File: src/rtl/pulse_stretch.sv
// Multi-channel pulse stretcher: each single-cycle event becomes a fixed-length
// level, with optional retrigger, post-pulse holdoff and a sticky overrun flag.

module pulse_stretch_ch #(
  parameter int STRETCH_CYCLES = 25000000,
  parameter int HOLDOFF_CYCLES = 0,
  parameter int RETRIGGER      = 1,
  parameter int CNT_W          = 25
) (
  input  logic clk,
  input  logic reset,
  input  logic pulse,
  input  logic clr,
  output logic level_q,
  output logic ovr_q,
  output logic busy_d
);
  typedef enum logic [1:0] {IDLE, ACTIVE, HOLDOFF} state_t;

  localparam logic [CNT_W-1:0] S_LD = CNT_W'(STRETCH_CYCLES - 1);
  localparam logic [CNT_W-1:0] H_LD = CNT_W'((HOLDOFF_CYCLES > 0) ? HOLDOFF_CYCLES - 1 : 0);

  state_t           state_q, state_d;
  logic [CNT_W-1:0] cnt_q, cnt_d;
  logic             set_ovr, level_d, ovr_d;

  always_comb begin
    state_d = state_q;
    cnt_d   = cnt_q;
    set_ovr = 1'b0;
    case (state_q)
      IDLE: begin
        if (pulse) begin
          state_d = ACTIVE;
          cnt_d   = S_LD;
        end
      end
      ACTIVE: begin
        // A retrigger on the last high cycle beats the exit, so no glitch.
        if (pulse && (RETRIGGER != 0)) begin
          cnt_d = S_LD;
        end else begin
          set_ovr = pulse;
          if (cnt_q != '0) begin
            cnt_d = cnt_q - 1'b1;
          end else if (HOLDOFF_CYCLES > 0) begin
            state_d = HOLDOFF;
            cnt_d   = H_LD;
          end else begin
            state_d = IDLE;
          end
        end
      end
      HOLDOFF: begin
        set_ovr = pulse;
        if (cnt_q != '0) cnt_d = cnt_q - 1'b1;
        else             state_d = IDLE;
      end
      default: begin
        state_d = IDLE;
        cnt_d   = '0;
      end
    endcase
    level_d = (state_d == ACTIVE);
    busy_d  = (state_d != IDLE);
    ovr_d   = set_ovr | (ovr_q & ~clr);
  end

  always_ff @(posedge clk) begin
    if (reset) begin
      state_q <= IDLE;
      cnt_q   <= '0;
      level_q <= 1'b0;
      ovr_q   <= 1'b0;
    end else begin
      state_q <= state_d;
      cnt_q   <= cnt_d;
      level_q <= level_d;
      ovr_q   <= ovr_d;
    end
  end
endmodule

module pulse_stretch #(
  parameter int WIDTH          = 4,
  parameter int STRETCH_CYCLES = 25000000,
  parameter int HOLDOFF_CYCLES = 0,
  parameter int RETRIGGER      = 1,
  parameter int CNT_W          = 25
) (
  input  logic             clk,
  input  logic             reset,
  input  logic [WIDTH-1:0] pulse_in,
  input  logic [WIDTH-1:0] clr_overrun,
  output logic [WIDTH-1:0] level_out,
  output logic             busy,
  output logic [WIDTH-1:0] overrun
);
  logic [WIDTH-1:0] ch_busy_d;
  logic             busy_q, busy_d;

  for (genvar g = 0; g < WIDTH; g++) begin : g_ch
    pulse_stretch_ch #(
      .STRETCH_CYCLES(STRETCH_CYCLES),
      .HOLDOFF_CYCLES(HOLDOFF_CYCLES),
      .RETRIGGER     (RETRIGGER),
      .CNT_W         (CNT_W)
    ) u_ch (
      .clk    (clk),
      .reset  (reset),
      .pulse  (pulse_in[g]),
      .clr    (clr_overrun[g]),
      .level_q(level_out[g]),
      .ovr_q  (overrun[g]),
      .busy_d (ch_busy_d[g])
    );
  end

  always_comb busy_d = |ch_busy_d;

  always_ff @(posedge clk) begin
    if (reset) busy_q <= 1'b0;
    else       busy_q <= busy_d;
  end

  assign busy = busy_q;
endmodule
File: config.mk
export PLATFORM = sky130hd
export DESIGN_NAME = pulse_stretch
export DESIGN_NICKNAME = d
export VERILOG_FILES = /design/src/rtl/pulse_stretch.sv
export SDC_FILE = /design/constraint.sdc
export NUM_CORES = 1
export LEC_CHECK = 0
export CAP_MARGIN = 20
export CORE_ASPECT_RATIO = 1.1
export CORE_UTILIZATION = 50
export CTS_CLUSTER_SIZE = 12
export DETAILED_ROUTE_END_ITERATION = 10
export PLACE_DENSITY_LB_ADDON = 0.1
export SLEW_MARGIN = 40
export SYNTH_ARGS = -nofsm -noshare
export SYNTH_HDL_FRONTEND = slang
export SYNTH_SLANG_ARGS = --single-unit
File: constraint.sdc
create_clock -name clk -period 4.2 [get_ports clk]
set_input_delay 1.05 -clock clk [delete_from_list [all_inputs] [get_ports clk]]
set_output_delay 1.05 -clock clk [all_outputs]
set_load 0.03 [all_outputs]
## Word-level counts from Yosys, hierarchy flattened

Index checks and enable logic that the tools add are counted.

| operators by class | value |
|---|---|
| $add $sub $neg | 4 |
| equality and inequality tests | 16 |
| multiplexer cells | 36 |
| bitwise operators | 12 |
| reduce and logical (&&, ||, !) cells | 13 |

Operators by type and width:

| cell | number |
|---|---|
| 2-to-1 mux 25 bit | 12 |
| case mux 25 bit (3 select lines) | 4 |
| nonzero test 25 bit | 4 |
| subtractor 25 x 1 -> 25 bit (second input constant) | 4 |
| 2-to-1 mux 2 bit | 12 |
| case mux 2 bit (3 select lines) | 4 |
| == test 2 x 1 -> 1 bit (second input constant) | 8 |
| == test 2 bit (second input constant) | 4 |
| logical NOT 2 bit | 4 |
| != test 2 bit (second input constant) | 4 |
| nonzero test 2 bit | 4 |
| AND 1 bit | 4 |
| 2-to-1 mux 1 bit | 4 |
| inverter 1 bit | 4 |
| OR 1 bit | 4 |
| OR reduction 4 bit | 1 |

| word-level totals | value |
|---|---|
| bits in registers | 117 |
| input port bits | 10 |
| logic and storage cells | 98 |

## Depth between registers and ports, before layout

Gate-level depths: netlist of the first run.

| logic depth | value |
|---|---|
| word-level depth | 6 |
| depth in mapped cells | 9 |

## By module

Synthesis of the first run repeated with hierarchy kept, for this count alone.

| unflattened totals | value |
|---|---|
| cell total of the unflattened synthesis | 897 |
| area total of the unflattened synthesis | 7163.1 sq um |

Modules (own cells, without submodules):

| module | instances | cells an instance | area an instance (sq um) | seq. area each (sq um) |
|---|---|---|---|---|
| pulse_stretch_ch at g_ch[0].u_ch ... | 2 | 225 | 1814.2 | 580.6 |
| pulse_stretch_ch at g_ch[3].u_ch | 1 | 223 | 1771.7 | 580.6 |
| pulse_stretch_ch at g_ch[2].u_ch | 1 | 221 | 1732.9 | 580.6 |
| pulse_stretch | 1 | 3 | 30.0 | 20.0 |

## Least setup slack after synthesis of the first run

Ideal clock, no wire load.

| path | value |
|---|---|
| kind | reg-to-reg |
| start | register g_ch[1].u_ch.cnt_q[0] |
| end | register g_ch[1].u_ch.cnt_q[5] |
| library setup time | 0.137 ns |
| arrival | 2.348 ns |
| setup slack | 1.716 ns |
| cell stages (with the launch flop) | 10 |
| path buffers | 1 |
| clock period less this slack | 2.484 ns |
| path through | dfxtp_1 > inv_1 > ha_1 > nor3b_1 > and4_1 > a2111oi_1 > clkbuf_1 > a21oi_1 > o21ai_0 > a31oi_1 |

| between the ends | value |
|---|---|
| word-level cells in the longest chain between the ends | 4 |

Ends and longest elaborated chain:

| item | line | RTL |
|---|---|---|
| from (decl) | 24 | `logic [CNT_W-1:0] cnt_q, cnt_d;` |
| from (signal assigned) | 77 | `cnt_q <= cnt_d;` |
| subtractor 25 x 1 -> 25 bit / nonzero test 25 bit (equally long branches) | 45, 56, 44 |  |
| 2-to-1 mux 25 bit (*) | 44, 56 |  |
| 2-to-1 mux 25 bit | 40 | `if (pulse && (RETRIGGER != 0)) begin` |
| case mux 25 bit (3 select lines) (*) | 31 | `case (state_q)` |

Mark *: on every way between the ends. The rest lies on a longest branch, timed or not.
A chain may end at the register's enable or synchronous reset.

## Worst setup path after layout of the first run

| path | value |
|---|---|
| start | register g_ch[2].u_ch.cnt_q[0] |
| end | register g_ch[2].u_ch.cnt_q[23] |

| between the ends | value |
|---|---|
| word-level cells in the longest chain between the ends | 4 |

Ends and longest elaborated chain:

| item | line |
|---|---|
| from (decl) | 24 |
| from (signal assigned) | 77 |
| subtractor 25 x 1 -> 25 bit / nonzero test 25 bit (equally long branches) | 45, 56, 44 |
| 2-to-1 mux 25 bit (*) | 44, 56 |
| 2-to-1 mux 25 bit | 40 |
| case mux 25 bit (3 select lines) (*) | 31 |

Marked as above.

==> results.json, run 1 <==
{
  "drive_above_1_share_pct": 7.10,
  "timing.critical_path.fanout_max": 11,
  "synthesis.instances": 955,
  "worst-endpoint-required_ps": 4530,
  "worst_path_most_repeated_cell": "sky130_fd_sc_hd__and3_1",
  "fp.coreArea_sq_um": 13900,
  "power.leakage_nw": 2.74,
  "status": "finished clean",
  "crit_path_start_kind": "flip-flop",
  "die_h_um": 128,
  "crit_buf_inv": 1,
  "final_hold_viol_count": 0,
  "dp.final_hpwl_mm": 13.2,
  "grt_pass1_wl_mm": 33.4,
  "fillers": 1321,
  "synth_ff_type": "sky130_fd_sc_hd__dfxtp_1",
  "yosys_warnings": 0,
  "post_synth_main_area_contributors": "sky130_fd_sc_hd__dfxtp_1 (33%), sky130_fd_sc_hd__a31oi_1 (5.7%), sky130_fd_sc_hd__nor2_1 (5.4%), sky130_fd_sc_hd__a21oi_1 (5.2%), sky130_fd_sc_hd__nand2_1 (3.8%)",
  "endpoint_kind": "flip-flop",
  "synthDominantAreaCellType": "sky130_fd_sc_hd__dfxtp_1",
  "pwr_density_cell_nw_per_um2": 398,
  "post_synth_net_total": 970,
  "num_io_pins": 19,
  "detail_route.drc_violations": 0,
  "post_cts.repair.setup_buffers": 0,
  "fmax_mhz": 341,
  "report.power.total_mw": 3.19,
  "tritoncts.num_buffers": 17,
  "clock-skew-final_ps": 10.7,
  "most-common-layout-cells": "sky130_fd_sc_hd__dfxtp_1 (115), sky130_fd_sc_hd__nor2_1 (104), sky130_fd_sc_hd__a21oi_1 (74)",
  "die-width_um": 116,
  "start_util_pct": 51.8,
  "crit_chain": "inv_1 > ha_1 > or4b_1 > nor4_2 > a311oi_2 > and3_1 > and3_1 > a2111oi_2",
  "htreeDepth": 4,
  "rsz0062_at_grt": "false",
  "max_slew_margin_pct": 43.5,
  "cts_hold_buffers": 0,
  "stdcell_count": 1132,
  "worst_path_largest_cell_delay_ps": 520,
  "cts_clk_pin_slew_worst_paths_ps": 50,
  "postSynthAreaPerCell_sq_um": 7.54,
  "antenna_found_initial": 0,
  "critical_path.top_delay_family": "simple AND/OR/NAND/NOR gates",
  "layout_commonest_cell": "sky130_fd_sc_hd__dfxtp_1",
  "placedCellCount": 1102,
  "finalWorstPathRequiredPeriod_ps": 2930,
  "row_count": 45,
  "yosys.cell_types.count": 80,
  "global_route.overflow_total": 0,
  "critical_path_arrival_ps": 3260,
  "wl_mm": 20.0,
  "num_clock_sinks": 117,
  "fp.dieArea_sq_um": 14900,
  "postSynthRegisterBits": 117,
  "detail_route.wl_per_cell_um": 17.7,
  "mappedNetlistArea_sq_um": 7200,
  "report.final.setup_viol": 0,
  "maxCapViolCount": 0,
  "irDropWorstVdd_uv": 313,
  "timing.final.max_slew_violations": 0,
  "grt_max_degree": 54,
  "clockRootBuffer": "sky130_fd_sc_hd__clkbuf_16",
  "layout.nets": 948,
  "via_count": 7581,
  "crit_slowest_cell": "sky130_fd_sc_hd__or4b_1",
  "grt_pass1_vias": 6960,
  "sum_of_negative_setup_slack_ps": 0,
  "clk_latency_ps": 430,
  "holdCritPathClass": "flip-flop to flip-flop",
  "antennaDiodeCount": 0,
  "post_drt_via_cell_ratio": 6.70,
  "cts_max_path_buffers": 2,
  "critPathKind": "flip-flop to flip-flop",
  "synth-edff-count": 0,
  "post-synth-top-area-fraction_pct": 32.5,
  "detail_route.iter0.violations": 759,
  "grtUsageTotal_pct": 28.2,
  "detail_route.first_pass.iterations": 5,
  "synth_seq_area_share_pct": 32.5,
  "synth_to_layout_area_growth_pct": 11.3,
  "drt.antenna.violating_nets": 0,
  "timing.hold.ws_ps": 477,
  "post_cts_resize_count": 0,
  "timing_worst_slew_pin_value_ps": 847,
  "async_sr_flop_fraction_pct": 0,
  "gp_congestion": 0.905,
  "tritoncts": "built",
  "place.port_buffers": 18,
  "layout_worst_path_cycle_share_pct": 69.9
}
worst register-to-register path: stages, from the launching register on:
cell,delay [ps]
sky130_fd_sc_hd__dfxtp_1,310
sky130_fd_sc_hd__inv_1,80
sky130_fd_sc_hd__ha_1,300
sky130_fd_sc_hd__or4b_1,520
sky130_fd_sc_hd__nor4_2,480
sky130_fd_sc_hd__a311oi_2,360
sky130_fd_sc_hd__and3_1,300
sky130_fd_sc_hd__and3_1,170
sky130_fd_sc_hd__a2111oi_2,320
Yosys cell counts, drive strengths merged, types with 4 or more instances:
| cell type | n |
|---|---|
| xnor2 | 6 |
| and4 | 5 |
| nand4 | 18 |
| or3 | 19 |
| a21o | 7 |
| o21ai | 60 |
| nor4 | 29 |
| nor2b | 11 |
| a21oi | 75 |
| nand3b | 7 |
| nor3 | 46 |
| a311oi | 13 |
| a31oi | 66 |
| buf | 13 |
| maj3 | 8 |
| ha | 5 |
| o31ai | 5 |
| o211ai | 12 |
| a41oi | 13 |
| or4 | 18 |
| nand4b | 8 |
| o311a | 4 |
| nand3 | 33 |
| clkbuf | 55 |
| a2111oi | 10 |
| dfxtp | 117 |
| nand2b | 7 |
| inv | 22 |
| and3 | 10 |
| nor2 | 105 |
| a211oi | 13 |
| nand2 | 73 |
state kept, by name, indices dropped and copies added, names as in the netlist:
register	flops
busy	1
g_ch.u_ch.cnt_q	100
g_ch.u_ch.level_q	4
g_ch.u_ch.ovr_q	4
g_ch.u_ch.state_q	8
layer usage:
layer	GRT usage, %	wire length (um)	vias to the layer above
met5	0	0	-
met4	11.8	394	0
met3	5.11	1330	34
met2	45.3	9390	303
met1	36.8	8910	3604
li1	-	-	3640
worst paths after layout:
| check | startpoint | endpoint | slack, ps | depth (start not counted) |
|---|---|---|---|---|
| worst max-delay path | g_ch[2].u_ch.cnt_q[0] | g_ch[2].u_ch.cnt_q[23] | 1270 | 8 |
| worst min register to register | g_ch[1].u_ch.cnt_q[24] | g_ch[1].u_ch.cnt_q[24] | 480 | 2 |
| worst max register to register | g_ch[2].u_ch.cnt_q[0] | g_ch[2].u_ch.cnt_q[23] | 1270 | 8 |
| worst min-delay path | g_ch[1].u_ch.cnt_q[24] | g_ch[1].u_ch.cnt_q[24] | 480 | 2 |
cell families (layout without fill, tap and decap cells):
| logic type | count (synthesis) | in the layout | synth area share (%) |
|---|---|---|---|
| xor gates and xnor gates | 9 | 9 | 1.09 |
| DFF | 117 | 117 | 32.5 |
| and+or+nand+nor | 403 | 403 | 29.6 |
| muxes | 1 | 1 | 0.139 |
| adders and majority gates | 13 | 13 | 1.98 |
| buffers and inverters | 92 | 81 | 5.33 |
| AOI/OAI and AO/OA | 320 | 320 | 29.3 |
metrics by stage:
stage	area [sq um]	setup WS [ps]	utilization, %
floorplan	7200	1720	-
global placement	7390	1300	53.2
detailed placement	7410	1150	53.3
CTS	8000	1300	57.5
global route	8020	1050	57.6
finish	8020	1270	57.6
report_power, final:
group / switching [mW] / internal (mW)
sequential: 0.0903 / 1.18
clock: 0.511 / 0.948
combinational: 0.298 / 0.168
total: 0.899 / 2.29
final cells by class:
cell class	count	area [sq um]	area share [%]
Sequential cell	117	2340	29.2
Timing Repair Buffer	27	245	3.06
Clock buffer	28	557	6.95
Inverter	24	90.1	1.12
Multi-Input combinational cell	746	4510	56.3
Clock inverter	2	35.0	0.437
Tap cell	188	235	2.93
No activity file was read; power rests on OpenSTA's default activity.
==> run 2: changes to the inputs <==
- clock period: 4.2 -> 2.4 ns (I/O delays scaled with it)
==> results.json, run 2 (synthesized netlist as in run 1, its figures left out) <==
{
  "finalWorstPathRequiredPeriod_ps": 2360,
  "final_ws_setup_ps": 39.2,
  "detail_route.iter0.violations": 726,
  "place.port_buffers": 18,
  "report.final.setup_viol": 0,
  "crit_path_start_kind": "flip-flop",
  "cts_hold_buffers": 0,
  "placed_cell_area_sq_um": 8050,
  "stdcell_count": 1233,
  "most-common-layout-cells": "sky130_fd_sc_hd__dfxtp_1 (112), sky130_fd_sc_hd__nor2_1 (104), sky130_fd_sc_hd__buf_4 (101)",
  "die_h_um": 128,
  "largest_reg_flops": 100,
  "clock-skew-final_ps": 5.78,
  "fmax_mhz": 424,
  "gp_congestion": 0.958,
  "endpoint_kind": "flip-flop",
  "holdCritPathClass": "flip-flop to flip-flop",
  "timing_worst_slew_pin_value_ps": 699,
  "met3_wirelength_mm": 1.62,
  "cts_clk_pin_slew_worst_paths_ps": 50,
  "detail_route.wl_per_cell_um": 18.1,
  "clk_latency_ps": 420,
  "num_io_pins": 19,
  "wl_mm": 22.3,
  "grt_pass1_vias": 7646,
  "final_core_utilization_pct": 64.0,
  "placedCellCount": 1189,
  "cts_max_path_buffers": 2,
  "irDropWorstVdd_uv": 483,
  "status": "finished clean",
  "grtUsageTotal_pct": 30.8,
  "largest_reg_by_ff_count": "g_ch.u_ch.cnt_q",
  "antennaDiodeCount": 0,
  "critPathKind": "flip-flop to flip-flop",
  "fp.coreArea_sq_um": 13900,
  "htreeDepth": 4,
  "regs_by_ff_count": "g_ch.u_ch.cnt_q: 100 flops, g_ch.u_ch.state_q: 8 flops",
  "fp.dieArea_sq_um": 14900,
  "via_count": 8121,
  "clockRootBuffer": "sky130_fd_sc_hd__clkbuf_16",
  "dp.final_hpwl_mm": 15.2,
  "maxCapViolCount": 0,
  "highest_layer": "met4",
  "critical_path_arrival_ps": 2650,
  "power.leakage_nw": 3.24,
  "drt.antenna.violating_nets": 0,
  "grt_max_degree": 34,
  "layout.nets": 1047,
  "row_count": 45,
  "die-width_um": 116,
  "tritoncts.num_buffers": 17,
  "route.layer.met1.wl_mm": 9.35,
  "detail_route.first_pass.iterations": 7,
  "tritoncts": "built",
  "detail_route.drc_violations": 0,
  "num_clock_sinks": 117,
  "final_hold_viol_count": 0,
  "global_route.overflow_total": 0,
  "routed-wl-met2_mm": 10.8,
  "max_slew_margin_pct": 53.0,
  "pwr_density_cell_nw_per_um2": 657,
  "rsz0062_at_grt": "true",
  "layout_commonest_cell": "sky130_fd_sc_hd__dfxtp_1",
  "synth_to_layout_area_growth_pct": 23.6,
  "start_util_pct": 51.8,
  "drive_above_1_share_pct": 17.8,
  "timing.final.max_slew_violations": 0,
  "timing.critical_path.fanout_max": 3,
  "worst-endpoint-required_ps": 2690,
  "antenna_found_initial": 0,
  "post_drt_via_cell_ratio": 6.59,
  "dp_worst_setup_slack_ps": -61.4,
  "final_cell_area_sq_um": 8900,
  "grt_pass1_wl_mm": 36.5,
  "layout_worst_path_cycle_share_pct": 98.4
}
## run 2: cell count changes in the layout (fill, tap and decap cells not counted), moves of 3 or more
cell,change
sky130_fd_sc_hd__clkinv_2,+5
sky130_fd_sc_hd__clkbuf_8,-6
sky130_fd_sc_hd__dfxtp_1,-3
sky130_fd_sc_hd__buf_6,+6
sky130_fd_sc_hd__dfxtp_2,+3
sky130_fd_sc_hd__buf_4,+91
sky130_fd_sc_hd__or4_4,+3
sky130_fd_sc_hd__or4_1,-3
## run 2: path summary, 6_finish.rpt
check / slack (ps) / endpoint / cells after the start / from
hold / removal: 470 / g_ch[0].u_ch.cnt_q[24] / 2 / g_ch[0].u_ch.cnt_q[24]
hold reg to reg: 470 / g_ch[0].u_ch.cnt_q[24] / 2 / g_ch[0].u_ch.cnt_q[24]
setup / recovery: 40 / g_ch[2].u_ch.cnt_q[12] / 9 / g_ch[2].u_ch.cnt_q[0]
setup reg to reg: 40 / g_ch[2].u_ch.cnt_q[12] / 9 / g_ch[2].u_ch.cnt_q[0]
## run 2: repair_timing
action	in CTS	in global routing
setup buffers	4	6
endpoints found under the setup margin	4	43
hold endpoints to repair	0	0
gates cloned	1	1
pin swaps	6	8
gates resized for setup	10	29
## run 2: area by class of cell
| class | instances | area, sq um |
|---|---|---|
| Sequential cell | 117 | 2350 |
| Clock inverter | 10 | 128 |
| Inverter | 24 | 90.1 |
| Clock buffer | 22 | 474 |
| Multi-Input combinational cell | 746 | 4620 |
| Tap cell | 188 | 235 |
| Fill cell | 1192 | 5000 |
| Timing Repair Buffer | 126 | 1010 |
## run 2: layer usage
layer  GRT usage, %  up-vias
met3           5.30       61
met4           14.0        0
li1               -     3836
met5              0        -
met1           38.8     3856
met2           50.9      368
## run 2: worst max-delay path, cell delays in order (launching register included)
cell	delay, ps
sky130_fd_sc_hd__dfxtp_2	320
sky130_fd_sc_hd__inv_2	70
sky130_fd_sc_hd__ha_4	130
sky130_fd_sc_hd__or4b_4	500
sky130_fd_sc_hd__buf_6	140
sky130_fd_sc_hd__or4_4	420
sky130_fd_sc_hd__a21o_1	200
sky130_fd_sc_hd__o31a_1	240
sky130_fd_sc_hd__o21ai_1	130
sky130_fd_sc_hd__a21oi_1	80
## run 2: metrics by stage
| stage | hold WS [ps] | setup TNS, ps | total power [mW] |
|---|---|---|---|
| after global routing | 516 | -88.3 | 6.09 |
| final | 472 | 0 | 5.85 |
| after detailed placement | 467 | -88.8 | 3.18 |
| after CTS | 475 | -0.230 | 5.81 |
| after floorplan | 450 | 0 | 2.84 |
| after global placement | 465 | 0 | 3.14 |
## run 2: power by group
part	internal, mW	switching [mW]	total (mW)
registers	2.06	0.141	2.20
clock network	1.70	0.906	2.61
logic	0.434	0.611	1.04
